## config.mk

```make
export PLATFORM = sky130hd
export DESIGN_NAME = i2c_controller_xfer_flat
export DESIGN_NICKNAME = d
export VERILOG_FILES = /design/src/rtl/i2c_pkg.sv /design/src/rtl/i2c_controller_xfer_if.sv /design/src/rtl/i2c_quarter_tick.sv /design/src/rtl/i2c_controller_xfer.sv /design/src/flat_wrapper.sv
export SDC_FILE = /design/constraint.sdc
export NUM_CORES = 1
export LEC_CHECK = 0
export CORE_UTILIZATION = 45
export DETAILED_ROUTE_END_ITERATION = 16
export PLACE_DENSITY = 0.67
export SLEW_MARGIN = 20
export SYNTH_ARGS = -nofsm -noshare
export SYNTH_HDL_FRONTEND = slang
export SYNTH_SLANG_ARGS = --single-unit
```

## constraint.sdc

```tcl
create_clock -name clk -period 3.3 [get_ports clk]
set_input_delay 0.66 -clock clk [delete_from_list [all_inputs] [get_ports clk]]
set_output_delay 0.66 -clock clk [all_outputs]
set_load 0.05 [all_outputs]
```

## src/rtl/i2c_pkg.sv

```systemverilog
// Shared types and helpers for the single-byte I2C controller.
// - state_e   : transaction FSM states
// - quarter_e : quarter index within one SCL bit period
// - I2C_READ / I2C_WRITE / I2C_ACK : bus-level bit values
// - bus_drive : open-drain enables {scl_oe, sda_oe} for a state/quarter
package i2c_pkg;

    typedef enum logic [2:0] {
        IDLE,
        START,
        ADDR,
        ADDR_ACK,
        DATA,
        DATA_ACK,
        STOP
    } state_e;

    typedef enum logic [1:0] {
        Q0,
        Q1,
        Q2,
        Q3
    } quarter_e;

    localparam logic I2C_READ  = 1'b1;
    localparam logic I2C_WRITE = 1'b0;
    localparam logic I2C_ACK   = 1'b0;

    // Returns {scl_oe, sda_oe}. drive_low is the SDA pull-down request for
    // ordinary bit periods; it is held for the whole bit so SDA only moves
    // at Q0 entry while SCL is being pulled low.
    function automatic logic [1:0] bus_drive(input state_e   st,
                                             input quarter_e q,
                                             input logic     drive_low);
        logic [1:0] lines;
        lines = 2'b00;
        case (st)
            IDLE: lines = 2'b00;
            START: begin
                case (q)
                    Q0, Q1:  lines = 2'b00;
                    Q2:      lines = 2'b01;
                    default: lines = 2'b11;
                endcase
            end
            STOP: begin
                case (q)
                    Q0:      lines = 2'b11;
                    Q1, Q2:  lines = 2'b01;
                    default: lines = 2'b00;
                endcase
            end
            default: lines = {(q == Q0) || (q == Q1), drive_low};
        endcase
        return lines;
    endfunction

endpackage

```

## src/rtl/i2c_controller_xfer_if.sv

```systemverilog
// Request/bus bundle of the single-byte I2C controller.
// - start/addr/rw/wdata : transaction request from the host side
// - sda_in              : resolved SDA line level (asynchronous)
// - scl_oe/sda_oe       : open-drain pull-down enables
// - rdata/busy/done/ack_error : transaction status back to the host
// Modport master is the controller's view; slave is the host/bus view.
interface i2c_controller_xfer_if;

    logic       start;
    logic [6:0] addr;
    logic       rw;
    logic [7:0] wdata;
    logic       sda_in;
    logic       scl_oe;
    logic       sda_oe;
    logic [7:0] rdata;
    logic       busy;
    logic       done;
    logic       ack_error;

    modport master (
        input  start, addr, rw, wdata, sda_in,
        output scl_oe, sda_oe, rdata, busy, done, ack_error
    );

    modport slave (
        output start, addr, rw, wdata, sda_in,
        input  scl_oe, sda_oe, rdata, busy, done, ack_error
    );

endinterface

```

## src/rtl/i2c_quarter_tick.sv

```systemverilog
// SCL quarter-period timebase.
// - clk, rst  : system clock, asynchronous active-low reset
// - run       : count while high; counter and quarter held at 0 when low
// - tick      : high on the last clk of each quarter
// - quarter   : current quarter index Q0..Q3
module i2c_quarter_tick
    import i2c_pkg::*;
#(
    parameter int unsigned CLK_DIV = 4
) (
    input  logic     clk,
    input  logic     rst,
    input  logic     run,
    output logic     tick,
    output quarter_e quarter
);

    localparam int unsigned CW = $clog2(CLK_DIV);
    localparam logic [CW-1:0] CNT_LAST = CW'(CLK_DIV - 1);

    logic [CW-1:0] cnt_q, cnt_d;
    quarter_e      quarter_q, quarter_d;

    assign tick    = run && (cnt_q == CNT_LAST);
    assign quarter = quarter_q;

    always_comb begin
        cnt_d     = '0;
        quarter_d = Q0;
        if (run) begin
            if (tick) begin
                cnt_d     = '0;
                quarter_d = quarter_e'(quarter_q + 2'd1);
            end else begin
                cnt_d     = cnt_q + 1'b1;
                quarter_d = quarter_q;
            end
        end
    end

    always_ff @(posedge clk or negedge rst) begin
        if (!rst) begin
            cnt_q     <= '0;
            quarter_q <= Q0;
        end else begin
            cnt_q     <= cnt_d;
            quarter_q <= quarter_d;
        end
    end

endmodule

```

## src/rtl/i2c_controller_xfer.sv

```systemverilog
// Single-byte I2C initiator: START, 7-bit address + R/W, address ACK,
// one data byte written or read, data ACK/NACK, STOP.
// - clk, rst : system clock, asynchronous active-low reset
// - bus      : i2c_controller_xfer_if.master (request, line enables, status)
// All line enables and status outputs are registered. SCL period is
// 4*CLK_DIV clk cycles; SCL is never read back (no stretching).
module i2c_controller_xfer
    import i2c_pkg::*;
#(
    parameter int unsigned CLK_DIV = 4
) (
    input logic                   clk,
    input logic                   rst,
    i2c_controller_xfer_if.master bus
);

    logic     tick;
    quarter_e quarter_q;

    state_e     state_q, state_d;
    logic [2:0] bit_cnt_q, bit_cnt_d;
    logic [7:0] addr_rw_q, addr_rw_d;
    logic [7:0] wdata_q, wdata_d;
    logic [7:0] rx_q, rx_d;
    logic [7:0] rdata_q, rdata_d;
    logic       addr_ack_q, addr_ack_d;
    logic       ack_error_q, ack_error_d;
    logic       done_q, done_d;
    logic       busy_q, busy_d;
    logic       scl_oe_q, scl_oe_d;
    logic       sda_oe_q, sda_oe_d;
    logic       sda_meta_q, sda_sync_q;

    logic       is_read;
    logic       bit_end;
    logic       sample;
    quarter_e   quarter_nxt;
    logic       drive_low;
    logic [1:0] lines;

    i2c_quarter_tick #(.CLK_DIV(CLK_DIV)) u_tick (
        .clk     (clk),
        .rst     (rst),
        .run     (state_q != IDLE),
        .tick    (tick),
        .quarter (quarter_q)
    );

    assign is_read = (addr_rw_q[0] == I2C_READ);
    assign bit_end = tick && (quarter_q == Q3);
    assign sample  = tick && (quarter_q == Q2);

    always_comb begin
        state_d     = state_q;
        bit_cnt_d   = bit_cnt_q;
        addr_rw_d   = addr_rw_q;
        wdata_d     = wdata_q;
        rx_d        = rx_q;
        rdata_d     = rdata_q;
        addr_ack_d  = addr_ack_q;
        ack_error_d = ack_error_q;
        done_d      = 1'b0;

        case (state_q)
            IDLE: begin
                if (bus.start) begin
                    addr_rw_d   = {bus.addr, bus.rw};
                    wdata_d     = bus.wdata;
                    ack_error_d = 1'b0;
                    addr_ack_d  = 1'b0;
                    bit_cnt_d   = '0;
                    state_d     = START;
                end
            end
            START: begin
                if (bit_end) state_d = ADDR;
            end
            ADDR: begin
                if (bit_end) begin
                    bit_cnt_d = bit_cnt_q + 3'd1;
                    if (bit_cnt_q == 3'd7) state_d = ADDR_ACK;
                end
            end
            ADDR_ACK: begin
                if (sample) begin
                    if (sda_sync_q == I2C_ACK) addr_ack_d  = 1'b1;
                    else                       ack_error_d = 1'b1;
                end
                if (bit_end) state_d = addr_ack_q ? DATA : STOP;
            end
            DATA: begin
                if (sample && is_read) rx_d = {rx_q[6:0], sda_sync_q};
                if (bit_end) begin
                    bit_cnt_d = bit_cnt_q + 3'd1;
                    if (bit_cnt_q == 3'd7) state_d = DATA_ACK;
                end
            end
            DATA_ACK: begin
                if (sample && !is_read && (sda_sync_q != I2C_ACK)) ack_error_d = 1'b1;
                if (bit_end) state_d = STOP;
            end
            STOP: begin
                if (bit_end) begin
                    state_d = IDLE;
                    done_d  = 1'b1;
                    if (is_read && addr_ack_q) rdata_d = rx_q;
                end
            end
            default: state_d = IDLE;
        endcase

        // Line enables are registered, so they are derived from the state
        // and quarter that will be current after this edge.
        quarter_nxt = tick ? quarter_e'(quarter_q + 2'd1) : quarter_q;
        drive_low   = 1'b0;
        if (state_d == ADDR)
            drive_low = ~addr_rw_q[3'd7 - bit_cnt_d];
        else if (state_d == DATA && addr_rw_q[0] == I2C_WRITE)
            drive_low = ~wdata_q[3'd7 - bit_cnt_d];
        lines    = bus_drive(state_d, quarter_nxt, drive_low);
        scl_oe_d = lines[1];
        sda_oe_d = lines[0];
        busy_d   = (state_d != IDLE);
    end

    always_ff @(posedge clk or negedge rst) begin
        if (!rst) begin
            state_q     <= IDLE;
            bit_cnt_q   <= '0;
            addr_rw_q   <= '0;
            wdata_q     <= '0;
            rx_q        <= '0;
            rdata_q     <= '0;
            addr_ack_q  <= 1'b0;
            ack_error_q <= 1'b0;
            done_q      <= 1'b0;
            busy_q      <= 1'b0;
            scl_oe_q    <= 1'b0;
            sda_oe_q    <= 1'b0;
            sda_meta_q  <= 1'b1;
            sda_sync_q  <= 1'b1;
        end else begin
            state_q     <= state_d;
            bit_cnt_q   <= bit_cnt_d;
            addr_rw_q   <= addr_rw_d;
            wdata_q     <= wdata_d;
            rx_q        <= rx_d;
            rdata_q     <= rdata_d;
            addr_ack_q  <= addr_ack_d;
            ack_error_q <= ack_error_d;
            done_q      <= done_d;
            busy_q      <= busy_d;
            scl_oe_q    <= scl_oe_d;
            sda_oe_q    <= sda_oe_d;
            sda_meta_q  <= bus.sda_in;
            sda_sync_q  <= sda_meta_q;
        end
    end

    assign bus.scl_oe    = scl_oe_q;
    assign bus.sda_oe    = sda_oe_q;
    assign bus.rdata     = rdata_q;
    assign bus.busy      = busy_q;
    assign bus.done      = done_q;
    assign bus.ack_error = ack_error_q;

endmodule

```

## src/flat_wrapper.sv

```systemverilog
// flat-port wrapper written by rule: the top's interface ports become plain ports
module i2c_controller_xfer_flat import i2c_pkg::*;
#(
    parameter int unsigned CLK_DIV = 4
)
  (clk, rst, bus_start, bus_addr, bus_rw, bus_wdata, bus_sda_in, bus_scl_oe, bus_sda_oe, bus_rdata, bus_busy, bus_done, bus_ack_error);
  i2c_controller_xfer_if bus_i ();
  input logic clk;
  input logic rst;
  input wire logic [$bits(bus_i.start)-1:0] bus_start;
  input wire logic [$bits(bus_i.addr)-1:0] bus_addr;
  input wire logic [$bits(bus_i.rw)-1:0] bus_rw;
  input wire logic [$bits(bus_i.wdata)-1:0] bus_wdata;
  input wire logic [$bits(bus_i.sda_in)-1:0] bus_sda_in;
  output wire logic [$bits(bus_i.scl_oe)-1:0] bus_scl_oe;
  output wire logic [$bits(bus_i.sda_oe)-1:0] bus_sda_oe;
  output wire logic [$bits(bus_i.rdata)-1:0] bus_rdata;
  output wire logic [$bits(bus_i.busy)-1:0] bus_busy;
  output wire logic [$bits(bus_i.done)-1:0] bus_done;
  output wire logic [$bits(bus_i.ack_error)-1:0] bus_ack_error;
  assign bus_i.start = bus_start;
  assign bus_i.addr = bus_addr;
  assign bus_i.rw = bus_rw;
  assign bus_i.wdata = bus_wdata;
  assign bus_i.sda_in = bus_sda_in;
  assign bus_scl_oe = bus_i.scl_oe;
  assign bus_sda_oe = bus_i.sda_oe;
  assign bus_rdata = bus_i.rdata;
  assign bus_busy = bus_i.busy;
  assign bus_done = bus_i.done;
  assign bus_ack_error = bus_i.ack_error;
  i2c_controller_xfer #(.CLK_DIV(CLK_DIV)) u_core (.clk(clk), .rst(rst), .bus(bus_i));
endmodule
```

==> Word-level counts from Yosys, hierarchy flattened <==
Cells that the tools add are included.
{ "word_totals": {"inputBits": 20, "elab_cells": 107, "reg_bits": 50, "output_inout_bits": 13} }
{ "op_classes": {"mux": 37, "n_bitwise": 3, "n_reduce_logical": 25, "magnitude_cmp": 1, "n_eq_ne": 21, "addsub": 4} }
{ "op_table": {"columns": ["op", "n"], "rows": [
  ["$mux 3", 11],
  ["$pmux 3 s7", 1],
  ["$eq 3x3->1 const B", 6],
  ["$mux 1", 12],
  ["$mux 2", 5],
  ["$eq 3x2->1 const B", 3],
  ["$reduce_bool 3->1", 3],
  ["$eq 2x2->1 const B", 4],
  ["$logic_and 1x1->1", 8],
  ["$pmux 2 s2", 2],
  ["$bmux 1 s3", 2],
  ["$eq 3x1->1 const B", 2],
  ["$logic_not 3->1", 2],
  ["$ne 2x1->1 const B", 3],
  ["$pmux 2 s3", 1],
  ["$pmux 3 s2", 1],
  ["$reduce_or 2->1", 3],
  ["$reduce_and 5->1", 1],
  ["$add 2x1->2 const B", 2],
  ["$lt 3x4->1 const B", 1],
  ["$ne 2x2->1 const B", 2],
  ["$reduce_and 2->1", 2],
  ["$reduce_and 4->1", 1],
  ["$add 3x1->3 const B", 1],
  ["10 further kinds", 12]
]} }

==> Depth between registers and ports, before layout <==
Gate-level depths: netlist of run 1.
{ "logic_depth": {"depth_word": 12, "ltp_mapped": 10} }

==> Cells and area by module <==
From an unflattened synthesis of run 1, not the netlist that was laid out.
{ "hier_totals": {"cells_unflattened": 196, "hier_area_um2": 2403.6} }
{ "by_module_without_submodules": {"columns": ["mod", "seq_area_each_um2", "area_each_um2", "cells_per_inst", "n_inst"], "rows": [
  ["i2c_controller_xfer", 1153.6, 2230.9, 182, 1],
  ["i2c_quarter_tick", 100.1, 172.7, 14, 1]
]} }

==> Worst setup path before layout of run 1 <==
OpenSTA, ideal clock, no wires.
{ "synth_path": {"path_kind": "reg2reg", "from": "reg u_core.u_tick.quarter_q[0] (netlist: u_core.u_tick.quarter[0])", "to": "reg u_core.sda_oe_q (netlist: u_core.bus.sda_oe)", "setup_time_ns": 0.129, "period_less_slack_ns": 2.209, "path_slack_ns": 1.091, "t_arrival_ns": 2.080, "t_required_ns": 3.171, "path_stages_with_launch": 10, "path_cell_list": "dfrtp_1 -> ha_1 -> buf_2 -> and3b_1 -> buf_6 -> a211oi_2 -> o21ai_1 -> a32oi_1 -> mux2i_1 -> a2111o_1"} }
{ "synth_between": {"elab_chain_len": 11, "word_cells_on_any_way": 36} }
{ "synth_lines": {"columns": ["item", "line", "source"], "rows": [
  ["start: declaration", "i2c_quarter_tick.sv:22", "quarter_e quarter_q, quarter_d;"],
  ["start signal: assignment", "i2c_quarter_tick.sv:47", "quarter_q <= quarter_d;"],
  ["$eq 2x2->1", "i2c_controller_xfer.sv:50", "assign bit_end = tick && (quarter_q == Q3);"],
  ["$logic_and 1x1->1", "i2c_controller_xfer.sv:50", null],
  ["$mux 3", "i2c_controller_xfer.sv:79, i2c_controller_xfer.sv:93", null],
  ["$pmux 3 s2", "i2c_controller_xfer.sv:64", "case (state_q)"],
  ["$sub 3x3->3", "i2c_controller_xfer.sv:117, i2c_controller_xfer.sv:119", null],
  ["$bmux 1 s3", "i2c_controller_xfer.sv:119", "drive_low = ~wdata_q[3'd7 - bit_cnt_d];"],
  ["$mux 1 (not written as such)", "i2c_controller_xfer.sv:119", null],
  ["$not 1->1", "i2c_controller_xfer.sv:119", null],
  ["$mux 1", "i2c_controller_xfer.sv:118", "else if (state_d == DATA && addr_rw_q[0] == I2C_WRITE)"],
  ["$mux 1", "i2c_controller_xfer.sv:116", "if (state_d == ADDR)"],
  ["$pmux 2 s3 (*)", "i2c_pkg.sv:37", "case (st)"],
  ["net u_core.lines[0]", "i2c_controller_xfer.sv:39", "logic [1:0] lines;"],
  ["end signal: assignment", "i2c_controller_xfer.sv:154", "sda_oe_q <= sda_oe_d;"],
  ["end: declaration", "i2c_controller_xfer.sv:31", "logic sda_oe_q, sda_oe_d;"]
]} }
The timed path passes the listed nets; every way through them passes the cells marked *. The select of a mux whose other input is x is not followed.
A chain may end at the register's enable or synchronous reset.

==> Final worst setup path of run 1 <==
{ "layout_path": {"from": "reg u_core.u_tick.cnt_q[0]", "to": "reg u_core.sda_oe_q (netlist: u_core.bus.sda_oe)"} }
{ "layout_between": {"elab_chain_len": 12, "word_cells_on_any_way": 36} }
{ "layout_lines": {"columns": ["item", "line", "source"], "rows": [
  ["start: declaration", "i2c_quarter_tick.sv:21", "logic [CW-1:0] cnt_q, cnt_d;"],
  ["start signal: assignment", "i2c_quarter_tick.sv:46", "cnt_q <= cnt_d;"],
  ["$eq 2x2->1 (*)", "i2c_quarter_tick.sv:24", "assign tick = run && (cnt_q == CNT_LAST);"],
  ["$logic_and 1x1->1 (*)", "i2c_quarter_tick.sv:24", null],
  ["$logic_and 1x1->1", "i2c_controller_xfer.sv:50", null],
  ["$mux 3", "i2c_controller_xfer.sv:79, i2c_controller_xfer.sv:93", null],
  ["$pmux 3 s2", "i2c_controller_xfer.sv:64", null],
  ["$sub 3x3->3", "i2c_controller_xfer.sv:117, i2c_controller_xfer.sv:119", null],
  ["$bmux 1 s3", "i2c_controller_xfer.sv:119", null],
  ["$mux 1 (not written as such)", "i2c_controller_xfer.sv:119", null],
  ["$not 1->1", "i2c_controller_xfer.sv:119", null],
  ["$mux 1", "i2c_controller_xfer.sv:118", null],
  ["$mux 1", "i2c_controller_xfer.sv:116", null],
  ["$pmux 2 s3 (*)", "i2c_pkg.sv:37", null],
  ["net u_core.lines[0]", "i2c_controller_xfer.sv:39", null]
]} }
Marked as above.

==> results of run 1 <==
-- cell usage after synthesis, types with 2 or more instances --
| cell type | number | share of area, % |
|---|---|---|
| a211o_1 | 3 | 1.0 |
| a211oi_2 | 3 | 1.5 |
| a21oi_1 | 4 | 0.79 |
| a22oi_1 | 2 | 0.59 |
| a311oi_1 | 3 | 1.0 |
| a31oi_1 | 2 | 0.49 |
| a32oi_1 | 3 | 1.0 |
| and3_1 | 6 | 1.5 |
| and3b_1 | 2 | 0.69 |
| buf_2 | 5 | 0.98 |
| buf_4 | 4 | 1.2 |
| buf_6 | 3 | 1.3 |
| dfrtp_1 | 48 | 47 |
| dfstp_2 | 2 | 2.1 |
| ha_1 | 5 | 2.5 |
| inv_1 | 7 | 1.0 |
| mux2_2 | 32 | 14 |
| nand2_1 | 11 | 1.6 |
| nand2b_1 | 6 | 1.5 |
| nand3_1 | 9 | 1.8 |
| nand4_1 | 2 | 0.49 |
| nor2_1 | 14 | 2.1 |
| nor2b_1 | 3 | 0.74 |
| nor3_1 | 4 | 0.79 |
| o21ai_0 | 8 | 1.6 |
| o21ai_1 | 4 | 0.79 |
| o32ai_1 | 2 | 0.69 |
-- power breakdown --
group	switching, mW	internal, mW
registers	0.00756	0.624
logic	0.0198	0.0316
clock network	0.222	0.156
total	0.249	0.812
-- critical path, stage by stage (launching register included) --
cell and delay (ns):
dfrtp_1 0.37, ha_1 0.50, and3b_1 0.44, and3_1 0.33, a311oi_1 0.08, a22oi_1 0.21
mux2i_1 0.10, a2111o_1 0.42
-- routing by layer --
layer  track usage, %  vias to the layer above
met5                0                        -
met4            6.792                        0
met3            4.524                        4
met2            26.11                       55
met1            25.17                      900
li1                 -                      871
-- logic make-up (layout without fill, tap and decap cells) --
family          count (synthesis)  after routing  synth area share, %
simple gates                   65             65                14.27
flops                          50             50                49.31
compound gates                 45             45                13.29
mux                            33             33                14.57
buf+inv                        20             51                4.675
fa+ha+maj                       5              5                2.461
xor+xnor                        2              2                1.427
-- final cells by class --
cell class	count	area (um2)
Inverter	7	26.28
Clock inverter	3	26.28
Clock buffer	5	68.82
Sequential cell	50	1254
Tap cell	72	90.09
Multi-Input combinational cell	150	1170
Timing Repair Buffer	36	345.3
Fill cell	507	2492
-- how the worst max path moves through the flow --
stage,endpoint,depth (start not counted),slack [ns],startpoint
after floorplan,u_core.bus.sda_oe,9,1.09,u_core.u_tick.quarter[0]
after global placement,u_core.bus.sda_oe,8,0.60,bus_start
after detailed placement,u_core.bus.sda_oe,8,0.53,bus_start
after CTS,u_core.bus.sda_oe,7,0.76,u_core.u_tick.cnt_q[0]
after global routing,u_core.bus.sda_oe,7,0.55,u_core.u_tick.cnt_q[0]
final,u_core.bus.sda_oe,7,0.74,u_core.u_tick.cnt_q[0]
-- per-stage QoR --
step / cell area (um2) / setup WS, ns
after CTS: 2980 / 0.7624
after global routing: 2980 / 0.5528
after global placement: 2885 / 0.5950
after floorplan: 2542 / 1.091
final: 2980 / 0.7404
after detailed placement: 2885 / 0.5306
-- sequential cells by signal, summed over array words and instances, names as in the netlist, 2 cells and up --
register,count
u_core.addr_rw_q,8
u_core.state_q,3
u_core.rx_q,8
u_core.u_tick.quarter,2
u_core.bit_cnt_q,3
u_core.bus.rdata,8
u_core.u_tick.cnt_q,2
u_core.wdata_q,8
==> impl_results.md, run 1 <==
* Largest net degree at the start of global routing at 24
* Yosys reg bits at 50
* Ant diodes at 0
* WL final at slightly below 5000 um
* Root buf cell: clkbuf_8
* RSZ-0062 raised after global routing: false
* First-pass GRT wire length at around 8000 um
* Initial antenna violation count at 0
* Final setup skew at 0.01218 ns
* Pwr Total at 1.062 mW
* Finished Layout Cells at 323
* Commonest non-fill, non-tap cell in the layout: dfrtp_1
* Critical path type: reg -> reg
* CP startpoint kind: flop
* Leak Pwr at around 1.3 nW
* Wl on met1 at roughly 2400 um
* Crit. End Element: flop
* Yosys warns at 0
* Area Overhead vs Synth at 17.22%
* DP HPWL at around 3500 um
* Crit Path Max Fanout at 17
* Clk_lat worst skew at approximately 0.31 ns
* Synth Net Count at 245
* PostCTS Resize Cnt at 0
* Drt drc at 0
* Fin crit period at 2.560 ns
* IO Pins at 33
* Final antenna-violating net count at 0
* Die area at between 0.005 and 0.006 mm2
* Nets at roughly 280
* Setup_tns at 0 ns
* Routed wire length per instance at around 15 um
* Iteration count of the initial detailed-routing pass at 4
* Gpl congestion at roughly 0.8
* Die Width at 77.17 um
* CTS tree: yes
* Core Rows at 27
* Hold Vio Cnt, Final at 0
* Avg Cell Area, Syn at between 10 and 15 um2
* Vias post-DR at 1,830
* Die Y at around 77 um
* Worst path arrival time at approximately 2.8 ns
* Via/cell ratio at about 5.7
* Reg clk slew, reported paths at approximately 0.1 ns
* Synthesized area at between 0.002 and 0.003 mm2
* Peak VDD IR at 212.3 uV
* Initial DRC Count at around 110
* Dpl cells at 315
* H-tree levels at 2
* Post-synth EDFFs at 0
* Cts hold-fix bufs at 0
* Unique cell type count in the Yosys netlist at 50
* Overall Global Routing Usage at between 10% and 20%
* Relative slew slack at a little over half
* Post CTS Setup Buffer Count at 0
* Core area at around 0.0055 mm2
* Final Util at 54.46%
* FFs w/ async S/R, synth at 100.0%
* Initial Util at between 40 and 50%
* Critical Path RT at around 3.5 ns
* Seq/Total Area, Yosys at between 40% and 50%
* Commonest cells after routing, fill and taps aside: dfrtp_1 (48), mux2_2 (32), clkdlybuf4s50_1 (31)
* Slew @ Worst Pin at between 0.7 and 0.8 ns
* Share of cells above drive strength 1 at a little over a fifth
* Worst r2r dst: u_core.bus.sda_oe
* Clk buf depth at 2
* Clk sink count at 50
* Outcome: finished clean
* Met3 wire length at 215 um
* Cts bufs inserted at 5
* Vias in the first global route at approximately 1,700
* PortBufs at 32
* Max_cap viols at 0
* Synthesized netlist cell count at 220
* HP Class: in -> async
* Met2 wire length at 2186 um
* Cell area power density at 356.2 mW/mm2
* Main synth FF type: dfrtp_1
* R2r setup slk at ~0.74 ns
* Max Fclk at between 300 and 400 MHz
* Worst hold slack at roughly 0.32 ns
* Grt total ovfl at 0
* Worst r2r path cells at 7
* Final setup fails at 0
* Period utilization at between 70% and 80%
* Reg2reg start: u_core.u_tick.cnt_q[0]
* Fin. max-slew vios at 0
* Top Metal Used: met4
Note: power is estimated with default switching activity, not from simulation.
==> inputs of run 2 (changes only) <==
- PLACE_DENSITY: 0.67 -> 0.7
- clock period: 3.3 -> 2.27 ns (I/O delays scaled with it)
==> impl_results.md, run 2 (synthesis gave the netlist of run 1 again) <==
* Finished Layout Cells at 339 (+5.0%)
* Share of cells above drive strength 1 at 27.34% (+6.2 points)
* Seq. cell area at 0.001255 mm2 (about the same)
* Reg clk slew, reported paths at 0.10 ns (about the same)
* Worst r2r path cells at 8 (+1)
* Initial DRC Count at 123 (+14%)
* Peak VDD IR at 299.3 uV (+41%)
* Final setup fails at 0 (unchanged)
* Critical Path RT at 2.47 ns (-1.02 ns)
* Multi-input logic area at 0.001186 mm2 (+1.4%)
* Worst r2r dst: u_core.bus.sda_oe
* Clk sink count at 50 (unchanged)
* Max Fclk at 449.5 MHz (+15%)
* Commonest cells after routing, fill and taps aside: dfrtp_1 (47), mux2_2 (32), clkdlybuf4s50_1 (31)
* H-tree levels at 2 (unchanged)
* Die area at 0.005954 mm2 (unchanged)
* Via/cell ratio at 5.404 (-4.6%)
* R2r setup slk at 0.05 ns (-0.70 ns)
* Nets at 291 (+5.8%)
* Vias in the first global route at 1,812 (+6.8%)
* Largest net degree at the start of global routing at 51 (+110%)
* CP startpoint kind: flop
* Clk buf depth at 2 (unchanged)
* Crit Path Max Fanout at 9 (-8)
* Filler Cell Count at 480 (-5.3%)
* CP startpoint: u_core.u_tick.quarter[0]
* Drt drc at 0 (unchanged)
* Hold Vio Cnt, Final at 0 (unchanged)
* Core area at 0.005473 mm2 (unchanged)
* Grt total ovfl at 0 (unchanged)
* First-pass GRT wire length at 8728 um (+6.5%)
* Clk_lat worst skew at 0.31 ns (about the same)
* Fin crit period at 2.225 ns (-0.3347 ns)
* Die Width at 77.17 um (unchanged)
* Initial Util at 46.46% (unchanged)
* IO Pins at 33 (unchanged)
* Leak Pwr at 1.427 nW (+6.0%)
* Vias post-DR at 1,832 (+0.11%)
* Outcome: finished clean
* Cts hold-fix bufs at 0 (unchanged)
* Ant diodes at 0 (unchanged)
* DP HPWL at 3530 um (+2.2%)
* Gpl congestion at 0.8322 (+3.7%)
* Dpl cells at 331 (+5.1%)
* Initial antenna violation count at 0 (unchanged)
* Iteration count of the initial detailed-routing pass at 4 (unchanged)
* Root buf cell: clkbuf_8
* Slew @ Worst Pin at 0.6359 ns (-0.07222 ns)
* Overall Global Routing Usage at 18.73% (+0.92 points)
* Worst path arrival time at 2.42 ns (-0.33 ns)
* Critical path type: reg -> reg
* WL final at 4974 um (+1.9%)
* Final setup skew at 0.008609 ns (-0.003570 ns)
* Core Rows at 27 (unchanged)
* Final antenna-violating net count at 0 (unchanged)
* Max_cap viols at 0 (unchanged)
* Fin. max-slew vios at 0 (unchanged)
* Relative slew slack at 57.60% (+4.8 points)
* Area Overhead vs Synth at 23.38%
* Reg2reg start: u_core.u_tick.quarter[0]
* Cts bufs inserted at 5 (unchanged)
* PortBufs at 32 (unchanged)
* Pwr Total at 1.636 mW (+54%)
* HP Class: in -> async
* Routed wire length per instance at 14.67 um (-2.9%)
* Period utilization at 98.01% (+20 points)
* Commonest non-fill, non-tap cell in the layout: dfrtp_1
* CTS tree: yes
* RSZ-0062 raised after global routing: true
* Crit. End Element: flop
* Die Y at 77.17 um (unchanged)
* Cell area power density at 521.4 mW/mm2 (+46%)
## run 2: worst max path at each step
stage,endpoint,cells after the start
5_1_grt,u_core.bus.sda_oe,8
2_1_floorplan,u_core.bus.sda_oe,9
6_report,u_core.bus.sda_oe,8
3_3_place_gp,u_core.bus.sda_oe,9
3_5_place_dp,u_core.bus.sda_oe,8
4_1_cts,u_core.bus.sda_oe,8
## run 2: through the flow
stage               utilization, %  area [um2]  worst slack (ns)  hold WS, ns   TNS, ns
floorplan                        -        2542           0.06106       0.1584         0
global placement             54.92        3005           -0.1964       0.3462   -0.2609
detailed placement           54.92        3005           -0.1760       0.3478   -0.2286
CTS                          57.00        3119           0.02229       0.2649         0
global route                 57.32        3137          -0.07667       0.3019  -0.07667
finish                       57.32        3137           0.04513       0.2385         0
## run 2: final cells by class
class	instances	share of cell area (%)
Multi-Input combinational cell	150	37.81
Clock buffer	5	2.194
Clock inverter	3	1.436
Inverter	7	0.8377
Timing Repair Buffer	52	14.84
Sequential cell	50	40.01
Tap cell	72	2.872
## run 2: critical path, cell delays in order (launching register included)
cell,delay (ns)
dfrtp_1,0.39
ha_1,0.26
and3b_2,0.32
a211oi_2,0.31
buf_4,0.18
o21ai_0,0.06
a32oi_1,0.25
nor3_1,0.07
a2111o_1,0.28
## run 2: layer usage
layer	vias to the layer above	track usage, %	share of wire, %
li1	899	-	-
met1	874	27.04	50
met2	50	26.99	43
met3	9	3.929	5.1
met4	0	7.925	2.0
met5	-	0	0
## run 2: power by group
part           internal, mW  switching (mW)
Clock                 0.328           0.313
Sequential            0.908          0.0114
Combinational        0.0459          0.0290
## run 2: timing repair
| item | CTS | global route |
|---|---|---|
| gates resized for setup | 0 | 5 |
| setup endpoints to repair | 0 | 2 |
| endpoints found under the hold margin | 0 | 0 |
| setup buffers | 0 | 0 |
